### config.mk
export PLATFORM = sky130hd
export DESIGN_NAME = fetch_stage_flat
export DESIGN_NICKNAME = d
export VERILOG_FILES = /design/src/rtl/cpu_types_pkg.sv /design/src/rtl/fetch_stage_if.sv /design/src/rtl/if_id_reg.sv /design/src/rtl/fetch_stage.sv /design/src/flat_wrapper.sv
export SDC_FILE = /design/constraint.sdc
export NUM_CORES = 1
export LEC_CHECK = 0
export ABC_AREA = 1
export BUFFER_PORTS_ARGS = -buffer_cell sky130_fd_sc_hd__buf_2
export CORE_AREA = 2 2 111 113
export DETAILED_ROUTE_END_ITERATION = 6
export DIE_AREA = 0 0 113 115
export GPL_TIMING_DRIVEN = 0
export PLACE_DENSITY = 0.84
export SYNTH_ARGS = -nofsm -noshare
export SYNTH_HDL_FRONTEND = slang
export SYNTH_HIERARCHICAL = 1
export SYNTH_SLANG_ARGS = --single-unit
### constraint.sdc
create_clock -name CLK -period 1.89 [get_ports CLK]
set_input_delay 0.378 -clock CLK [delete_from_list [all_inputs] [get_ports CLK]]
set_output_delay 0.378 -clock CLK [all_outputs]
set_load 0.02 [all_outputs]
### src/rtl/cpu_types_pkg.sv
// Shared CPU types for the fetch stage: word type, next-PC select and fetch state.
package cpu_types_pkg;

    typedef logic [31:0] word_t;

    // Width of the sequential PC increment operand.
    localparam int unsigned PC_STEP_W = 32;

    typedef enum logic [2:0] {
        SEL_SEQ,
        SEL_BR,
        SEL_JR,
        SEL_JMP,
        SEL_HOLD
    } fetch_sel_t;

    typedef enum logic {
        FS_RUN,
        FS_HALT
    } fetch_state_t;

    // Redirect targets are forced onto a word boundary.
    function automatic word_t align_word(input word_t a);
        return {a[31:2], 2'b00};
    endfunction

endpackage

### src/rtl/fetch_stage_if.sv
// Fetch-stage bundle: imem request/response, hazard/redirect inputs, IF/ID outputs.
// Optional FETCH_PERF_EN adds the performance counter outputs.
interface fetch_stage_if;
    import cpu_types_pkg::*;

    logic  ihit;
    word_t imemload;
    logic  iREN;
    word_t imemaddr;
    logic  stall_i;
    logic  halt_i;
    logic  redir_br_i;
    word_t br_target_i;
    logic  redir_jmp_i;
    word_t jmp_target_i;
    logic  redir_jr_i;
    word_t jr_target_i;
    word_t instr_o;
    word_t npc_o;
    logic  valid_o;
    logic  halted_o;
`ifdef FETCH_PERF_EN
    word_t perf_fetch_o;
    word_t perf_stall_o;
    word_t perf_flush_o;
`endif

    modport fs (
        input  ihit, imemload, stall_i, halt_i,
        input  redir_br_i, br_target_i, redir_jmp_i, jmp_target_i,
        input  redir_jr_i, jr_target_i,
        output iREN, imemaddr, instr_o, npc_o, valid_o, halted_o
`ifdef FETCH_PERF_EN
        , output perf_fetch_o, perf_stall_o, perf_flush_o
`endif
    );

    modport tb (
        output ihit, imemload, stall_i, halt_i,
        output redir_br_i, br_target_i, redir_jmp_i, jmp_target_i,
        output redir_jr_i, jr_target_i,
        input  iREN, imemaddr, instr_o, npc_o, valid_o, halted_o
`ifdef FETCH_PERF_EN
        , input perf_fetch_o, perf_stall_o, perf_flush_o
`endif
    );

endinterface

### src/rtl/if_id_reg.sv
// Pipeline latch with load / bubble / hold controls.
// The clr payload is zeroed by a bubble; the keep payload holds through a bubble.
module if_id_reg #(
    parameter int unsigned CLR_W  = 32,
    parameter int unsigned KEEP_W = 32
) (
    input  logic              clk,
    input  logic              rst_n,
    input  logic              load,
    input  logic              bubble,
    input  logic [CLR_W-1:0]  clr_d,
    input  logic [KEEP_W-1:0] keep_d,
    output logic [CLR_W-1:0]  clr_q,
    output logic [KEEP_W-1:0] keep_q,
    output logic              valid_q
);

    // Bubble wins over load; neither asserted means hold.
    always_ff @(posedge clk or negedge rst_n) begin
        if (!rst_n) begin
            clr_q   <= '0;
            keep_q  <= '0;
            valid_q <= 1'b0;
        end else if (bubble) begin
            clr_q   <= '0;
            valid_q <= 1'b0;
        end else if (load) begin
            clr_q   <= clr_d;
            keep_q  <= keep_d;
            valid_q <= 1'b1;
        end
    end

endmodule

### src/rtl/fetch_stage.sv
// Instruction-fetch stage: PC, imem request, redirects (br > jr > jmp), sticky halt,
// IF/ID latch. Optional macro FETCH_PERF_EN adds saturating fetch/stall/flush counters.
module fetch_stage
    import cpu_types_pkg::*;
#(
    parameter word_t                 PC_INIT = 32'h0000_0000,
    parameter logic [PC_STEP_W-1:0] PC_STEP = 32'd4
) (
    input logic      CLK,
    input logic      nRST,
    fetch_stage_if.fs fif
);

    fetch_state_t state, state_next;
    fetch_sel_t   sel;
    word_t        pc, pc_next, pc_seq;
    logic         load, bubble;
    logic         rule_fetch, rule_stall, rule_flush;
    word_t        instr_q, npc_q;
    logic         valid_q;

    assign pc_seq       = pc + PC_STEP;
    assign fif.iREN     = (state != FS_HALT);
    assign fif.imemaddr = pc;
    assign fif.halted_o = (state == FS_HALT);
    assign fif.instr_o  = instr_q;
    assign fif.npc_o    = npc_q;
    assign fif.valid_o  = valid_q;

    // Halt state register.
    always_ff @(posedge CLK or negedge nRST) begin
        if (!nRST) state <= FS_RUN;
        else       state <= state_next;
    end

    // Edge-action priority: halted, redirect, halt_i, stall, hit, miss.
    always_comb begin
        state_next = state;
        sel        = SEL_HOLD;
        load       = 1'b0;
        bubble     = 1'b0;
        rule_fetch = 1'b0;
        rule_stall = 1'b0;
        rule_flush = 1'b0;
        if (state == FS_HALT) begin
            bubble = 1'b1;
        end else if (fif.redir_br_i) begin
            sel = SEL_BR;  bubble = 1'b1; rule_flush = 1'b1;
        end else if (fif.redir_jr_i) begin
            sel = SEL_JR;  bubble = 1'b1; rule_flush = 1'b1;
        end else if (fif.redir_jmp_i) begin
            sel = SEL_JMP; bubble = 1'b1; rule_flush = 1'b1;
        end else if (fif.halt_i) begin
            state_next = FS_HALT;
            bubble     = 1'b1;
        end else if (fif.stall_i) begin
            rule_stall = 1'b1;
        end else if (fif.ihit) begin
            sel = SEL_SEQ; load = 1'b1; rule_fetch = 1'b1;
        end else begin
            bubble = 1'b1; rule_stall = 1'b1;
        end
    end

    // Next-PC mux.
    always_comb begin
        pc_next = pc;
        case (sel)
            SEL_SEQ: pc_next = pc_seq;
            SEL_BR:  pc_next = align_word(fif.br_target_i);
            SEL_JR:  pc_next = align_word(fif.jr_target_i);
            SEL_JMP: pc_next = align_word(fif.jmp_target_i);
            default: pc_next = pc;
        endcase
    end

    // PC register.
    always_ff @(posedge CLK or negedge nRST) begin
        if (!nRST) pc <= PC_INIT;
        else       pc <= pc_next;
    end

    if_id_reg #(.CLR_W(32), .KEEP_W(32)) u_if_id (
        .clk     (CLK),
        .rst_n   (nRST),
        .load    (load),
        .bubble  (bubble),
        .clr_d   (fif.imemload),
        .keep_d  (pc_seq),
        .clr_q   (instr_q),
        .keep_q  (npc_q),
        .valid_q (valid_q)
    );

`ifdef FETCH_PERF_EN
    word_t cnt_fetch, cnt_stall, cnt_flush;

    assign fif.perf_fetch_o = cnt_fetch;
    assign fif.perf_stall_o = cnt_stall;
    assign fif.perf_flush_o = cnt_flush;

    // Saturating event counters.
    always_ff @(posedge CLK or negedge nRST) begin
        if (!nRST) begin
            cnt_fetch <= '0;
            cnt_stall <= '0;
            cnt_flush <= '0;
        end else begin
            if (rule_fetch && cnt_fetch != '1) cnt_fetch <= cnt_fetch + 32'd1;
            if (rule_stall && cnt_stall != '1) cnt_stall <= cnt_stall + 32'd1;
            if (rule_flush && cnt_flush != '1) cnt_flush <= cnt_flush + 32'd1;
        end
    end
`endif

endmodule

### src/flat_wrapper.sv
// flat-port wrapper written by rule: the top's interface ports become plain ports
module fetch_stage_flat import cpu_types_pkg::*;
#(
    parameter word_t                 PC_INIT = 32'h0000_0000,
    parameter logic [PC_STEP_W-1:0] PC_STEP = 32'd4
)
  (CLK, nRST, fif_ihit, fif_imemload, fif_stall_i, fif_halt_i, fif_redir_br_i, fif_br_target_i, fif_redir_jmp_i, fif_jmp_target_i, fif_redir_jr_i, fif_jr_target_i, fif_iREN, fif_imemaddr, fif_instr_o, fif_npc_o, fif_valid_o, fif_halted_o);
  fetch_stage_if fif_i ();
  input logic CLK;
  input logic nRST;
  input wire logic [$bits(fif_i.ihit)-1:0] fif_ihit;
  input wire logic [$bits(fif_i.imemload)-1:0] fif_imemload;
  input wire logic [$bits(fif_i.stall_i)-1:0] fif_stall_i;
  input wire logic [$bits(fif_i.halt_i)-1:0] fif_halt_i;
  input wire logic [$bits(fif_i.redir_br_i)-1:0] fif_redir_br_i;
  input wire logic [$bits(fif_i.br_target_i)-1:0] fif_br_target_i;
  input wire logic [$bits(fif_i.redir_jmp_i)-1:0] fif_redir_jmp_i;
  input wire logic [$bits(fif_i.jmp_target_i)-1:0] fif_jmp_target_i;
  input wire logic [$bits(fif_i.redir_jr_i)-1:0] fif_redir_jr_i;
  input wire logic [$bits(fif_i.jr_target_i)-1:0] fif_jr_target_i;
  output wire logic [$bits(fif_i.iREN)-1:0] fif_iREN;
  output wire logic [$bits(fif_i.imemaddr)-1:0] fif_imemaddr;
  output wire logic [$bits(fif_i.instr_o)-1:0] fif_instr_o;
  output wire logic [$bits(fif_i.npc_o)-1:0] fif_npc_o;
  output wire logic [$bits(fif_i.valid_o)-1:0] fif_valid_o;
  output wire logic [$bits(fif_i.halted_o)-1:0] fif_halted_o;
  assign fif_i.ihit = fif_ihit;
  assign fif_i.imemload = fif_imemload;
  assign fif_i.stall_i = fif_stall_i;
  assign fif_i.halt_i = fif_halt_i;
  assign fif_i.redir_br_i = fif_redir_br_i;
  assign fif_i.br_target_i = fif_br_target_i;
  assign fif_i.redir_jmp_i = fif_redir_jmp_i;
  assign fif_i.jmp_target_i = fif_jmp_target_i;
  assign fif_i.redir_jr_i = fif_redir_jr_i;
  assign fif_i.jr_target_i = fif_jr_target_i;
  assign fif_iREN = fif_i.iREN;
  assign fif_imemaddr = fif_i.imemaddr;
  assign fif_instr_o = fif_i.instr_o;
  assign fif_npc_o = fif_i.npc_o;
  assign fif_valid_o = fif_i.valid_o;
  assign fif_halted_o = fif_i.halted_o;
  fetch_stage #(.PC_INIT(PC_INIT), .PC_STEP(PC_STEP)) u_core (.CLK(CLK), .nRST(nRST), .fif(fif_i));
endmodule
# --- After elaboration in Yosys (flattened, before gate mapping) ---
# Index checks and enable logic that the tools add are counted.
classes:
  bitwise_logic: 2
  n_eq_ne: 3
  reduce_logical: 4
  n_mux: 31
  addsub: 1
op_table:
  columns: ["operator", "count"]
  rows:
  - ["case mux 32 bit (4 select lines)", 1]
  - ["2-to-1 mux 32 bit", 2]
  - ["adder 32 x 3 -> 32 bit (second input constant)", 1]
  - ["2-to-1 mux 1 bit", 21]
  - ["2-to-1 mux 3 bit", 7]
  - ["== test 3 x 2 -> 1 bit (second input constant)", 2]
  - ["nonzero test 4 bit", 1]
  - ["== test 3 x 1 -> 1 bit (second input constant)", 1]
  - ["logical NOT 3 bit", 1]
  - ["NOT 1 bit", 2]
  - ["AND reduction 2 bit", 1]
  - ["nonzero test 2 bit", 1]
word_totals:
  register_bits: 98
  out_inout_bits: 99

# --- Longest topological paths before layout ---
depth:
  word_depth: 9
  depth_mapped: 11
  depth_no_buf: 10

# --- Modules after synthesis ---
# The synthesis kept the hierarchy.
modules_own_cells:
  columns: ["module", "instances", "seq_area_each_um2", "cells_per_inst", "area_each_um2"]
  rows:
  - ["fetch_stage", 1, 775.7, 523, 3083.0]
  - ["if_id_reg", 1, 1626.6, 282, 2544.9]

# --- Worst setup path before layout ---
# Ideal clock, no wire load.
synth_path:
  path_type: "register -> register"
  start: "register u_core.state, in the netlist u_core/fif.halted_o"
  end: "register u_core.u_if_id.clr_q[0]"
  arrival_time_ns: 1.816
  synth_period_minus_slack_ns: 1.881
  path_buffers: 3
  path_stages_with_launch: 9
  required_ns: 1.825
  path_slack_ns: 0.009
  setup_time_ns: 0.065
  path_cell_list: "dfrtp_1 > inv_1 > clkbuf_1 > o2111ai_1 > inv_1 > buf_2 > buf_2 > nand3_1 > nand2_1"
synth_between:
  elab_chain_cells: 2
  elab_cells_between_ends: 4
synth_lines:
  columns: ["item", "line_no", "source"]
  rows:
  - ["start: declaration", "fetch_stage.sv:14", "fetch_state_t state, state_next;"]
  - ["start signal: assignment", "fetch_stage.sv:33", "else state <= state_next;"]
  - ["2-to-1 mux 1 bit *", "fetch_stage.sv:45", "if (state == FS_HALT) begin"]
  - ["named net u_core.bubble", "fetch_stage.sv:17", "logic load, bubble;"]
  - ["2-to-1 mux 32 bit / nonzero test 2 bit (equally long branches)", null, null]
  - ["end signal: assignment", "if_id_reg.sv:28", "clr_q <= clr_d;"]
  - ["end: declaration", "if_id_reg.sv:13", "output logic [CLR_W-1:0] clr_q,"]
# The timed path passes the listed nets; every way through them passes the cells marked *.
# A chain may end at the register's enable or synchronous reset.

# --- Final worst setup path ---
layout_path:
  start: "register u_core.state, in the netlist u_core/fif.halted_o"
  end: "register u_core.u_if_id.clr_q[29]"
# The elaborated chain is that of the path after synthesis.

==> flow_metrics.py <==
metrics = {
    "grt": {
        "grt_max_degree": 61,
        "antenna_found_initial": 0,
        "grtUsageTotal_pct": 28.64,
        "grt_pass1_vias": 5855,
        "grt_pass1_wl_um": 29160,
        "gr-total-overflow": 0,
    },
    "place": {
        "gp_congestion": 0.9600,
        "io_buffers": 226,
        "hpwl_um": 14700,
    },
    "sta": {
        "fin_tns_setup_ns": 0,
        "rsz0062_at_grt": "no",
        "finalCritPeriodShare_pct": 93.92,
        "fmax_mhz": 563.4,
        "finalCriticalPeriod_ns": 1.775,
        "final-setup-viol-count": 0,
        "hold_violations": 0,
        "tightest_slew_ns": 0.6205,
        "maxSlewHeadroom_pct": 58.63,
        "clock-skew-final_ns": 0.005772,
        "finalMaxSlewViolations": 0,
    },
    "yosys": {
        "async_flop_share_pct": 100.0,
        "ys_seq_elements": 96,
        "synth_ff_type": "dfrtp_1",
        "muxShareOfSynthArea_pct": 0,
        "avgSynthCellArea_um2": 6.991,
        "syn_area_um2": 5628,
        "ys_warn_count": 6,
        "synth_top_family_by_area": "simple AND/OR/NAND/NOR gates",
        "synthCells": 805,
        "netlist-cell-type-count": 37,
        "synthSimpleGateAreaFrac_pct": 44.69,
        "synth_adder_area_share_pct": 0.2223,
        "synth_seq_area_share_pct": 42.69,
        "synth_xor_area_share_pct": 2.401,
        "synth-edff-count": 0,
        "synth-compound-area-share_pct": 3.913,
    },
    "pwr": {
        "power_density_nw_per_um2": 574.7,
        "p_int_mw": 3.350,
        "combPwrFrac_pct": 5.2,
        "vdd.ir_drop.worst_mv": 0.3789,
        "swShare_pct": 21.02,
        "clock_power_share_pct": 46.4,
        "switchingPower_uw": 891.6,
        "leakagePower_nw": 4.278,
        "p_seq_share_pct": 48.4,
    },
    "setup_path": {
        "reg2reg_from": "u_core/fif.halted_o",
        "cp_common_cell": "nand2_1",
        "reg2reg_to": "u_core/u_if_id/clr_q[29]",
        "crit_buf_inv": 3,
        "r2r_cells": 7,
        "crit_required_ns": 2.17,
        "cp-end-kind": "flip-flop",
        "cp_max_fo": 10,
        "setup.worst_path.start_class": "flip-flop",
        "reg2reg_slack_ns": 0.11,
        "slowest_delay_ns": 0.47,
        "path_delay_family": "buffers and inverters",
        "path_cells": "inv_1 -> clkbuf_4 -> o2111ai_4 -> nor2_2 -> buf_2 -> nand2_1 -> nand2_1",
        "cp_data_arrival_time_ns": 2.05,
        "crit_slowest_cell": "dfrtp_2",
        "criticalPathCategory": "flip-flop to flip-flop",
    },
    "drt": {
        "first_pass_iters": 7,
        "route.detailed.wl_per_inst_um": 15.54,
        "vias": 6168,
        "viasPerCell": 5.153,
        "antenna_left": 0,
        "dr.first_iter.drc_count": 559,
        "drcViolationCount": 18,
        "routed_wl_um": 18600,
    },
    "clock_tree": {
        "h-tree-depth": 3,
        "clk_path_buf_depth": 2,
        "numCtsBuffers": 9,
        "cts_tree": "done",
        "clk_pin_slew_ns": 0.07,
        "cts.sinks": 96,
        "clkLatencyLatePin_ns": 0.34,
        "root_buffer": "clkbuf_16",
    },
    "run": {
        "maxCapViolCount": 0,
    },
    "die": {
        "initial_core_util_pct": 47.65,
        "dieArea_um2": 13000,
        "die_w_um": 113,
        "core_um2": 11810,
        "num_rows": 40,
        "dieHeight_um": 115,
        "ios": 235,
    },
    "cells_and_area": {
        "layout_commonest_cell": "nand2_1",
        "synthToLayoutAreaGrowth_pct": 31.15,
        "drive_gt1_share_pct": 30.19,
        "layout_common_cells": "nand2_1, buf_2, nand3_1",
        "antennaDiodeCount": 0,
        "num-nets-final": 1183,
        "fin_util_pct": 62.49,
    },
    "run_status": {
        "status": "finished, violations left",
        "violations": "DRC",
    },
    "min_path": {
        "hold_class": "input port to async pin",
    },
}
[how the worst max path moves through the flow]
stage                             from                   endpoint  cells after the start  slack (ns)
5_1_grt        u_core/fif.imemaddr[13]  u_core/u_if_id/keep_q[23]                      9       0.003
6_report           u_core/fif.halted_o   u_core/u_if_id/clr_q[29]                      7        0.11
3_5_place_dp            fif_redir_br_i   u_core/u_if_id/clr_q[22]                      8       -0.35
4_1_cts         u_core/fif.imemaddr[3]  u_core/u_if_id/keep_q[22]                      9        0.01
3_3_place_gp                      nRST     u_core/fif.imemaddr[3]                      1       -0.51
2_1_floorplan      u_core/fif.halted_o    u_core/u_if_id/clr_q[0]                      8       0.009
[layout make-up]
| class | instances | area, um2 |
|---|---|---|
| fillers | 1089 | 4431 |
| multi-input cells | 634 | 2948 |
| flip-flops and latches | 96 | 2406 |
| repair buffers | 227 | 1161 |
| clock buffers | 10 | 239.0 |
| plain buffers | 42 | 226.5 |
| well taps | 147 | 183.9 |
| inverters | 36 | 135.1 |
| clock inverters | 5 | 81.33 |
[per-stage QoR]
stage          cell area (um2)  std cells  hold WS [ns]  power, mW  worst slack, ns
6_report                  7381       1197      0.001010      4.242           0.1149
5_1_grt                   7381       1197       0.03148      4.403         0.002592
4_1_cts                   7336       1197       0.01256      4.269          0.01001
3_5_place_dp              6984       1182        0.3799      2.311          -0.3536
3_3_place_gp              6954       1181        0.4477      2.305          -0.5089
2_1_floorplan             5639        808       0.08241      2.119         0.008960
[routing by layer]
layer / vias to the layer above / routed length, um / global-route usage (%)
li1: 3061 / - / -
met1: 2806 / 7468 / 34.98
met2: 270 / 9328 / 51.70
met3: 31 / 1477 / 5.377
met4: 0 / 325 / 8.618
met5: - / 0 / 0
[synthesized netlist by cell type, drive strengths merged (2+ instances only)]
| master | count | share of area, % |
|---|---|---|
| nand4 | 3 | 0.33 |
| nor2 | 103 | 8.3 |
| a31oi | 3 | 0.33 |
| nand3b | 7 | 0.93 |
| clkbuf | 9 | 0.60 |
| dfrtp | 96 | 43 |
| o22ai | 3 | 0.33 |
| nand3 | 131 | 12 |
| buf | 33 | 3.0 |
| nand2 | 329 | 22 |
| inv | 36 | 2.4 |
| xor2 | 7 | 1.5 |
| o21ai | 9 | 0.80 |
| nor3 | 3 | 0.36 |
| a21oi | 19 | 1.9 |
| and2 | 2 | 0.22 |
| xnor2 | 5 | 0.91 |
| o21bai | 2 | 0.27 |
[flip-flops by register name, indices dropped and copies added, names as in the netlist]
name,cells
u_core/u_if_id/clr_q,32
u_core/u_if_id/keep_q,32
u_core/fif.imemaddr,30
u_core/fif.halted_o,1
u_core/u_if_id/valid_q,1
[repair_timing]
| action | in CTS | in global routing |
|---|---|---|
| endpoints found under the setup margin | 65 | 74 |
| hold buffers | 0 | 0 |
| gates resized for setup | 11 | 11 |
| hold endpoints to repair | 0 | 0 |
| buffers inserted | 0 | 0 |
[power by group through the flow]
| stage | Combinational [mW] | Clock [mW] | Sequential [mW] |
|---|---|---|---|
| finish | 0.220 | 1.97 | 2.05 |
| global route | 0.247 | 2.10 | 2.05 |
| CTS | 0.220 | 2.00 | 2.05 |
| detailed placement | 0.218 | 0 | 2.09 |
| global placement | 0.212 | 0 | 2.09 |
| floorplan | 0.0252 | 0 | 2.09 |
[kinds of logic (layout without fill, tap and decap cells)]
logic type / after synthesis / in the layout
AND/OR/NAND/NOR: 579 / 579
flip-flops: 96 / 96
buffers and inverters: 78 / 320
AO/OA/AOI/OAI: 38 / 38
XOR/XNOR: 12 / 12
adder cells (fa/ha/maj): 1 / 1
other: 1 / 4
Power figures use the tool's default switching activity.
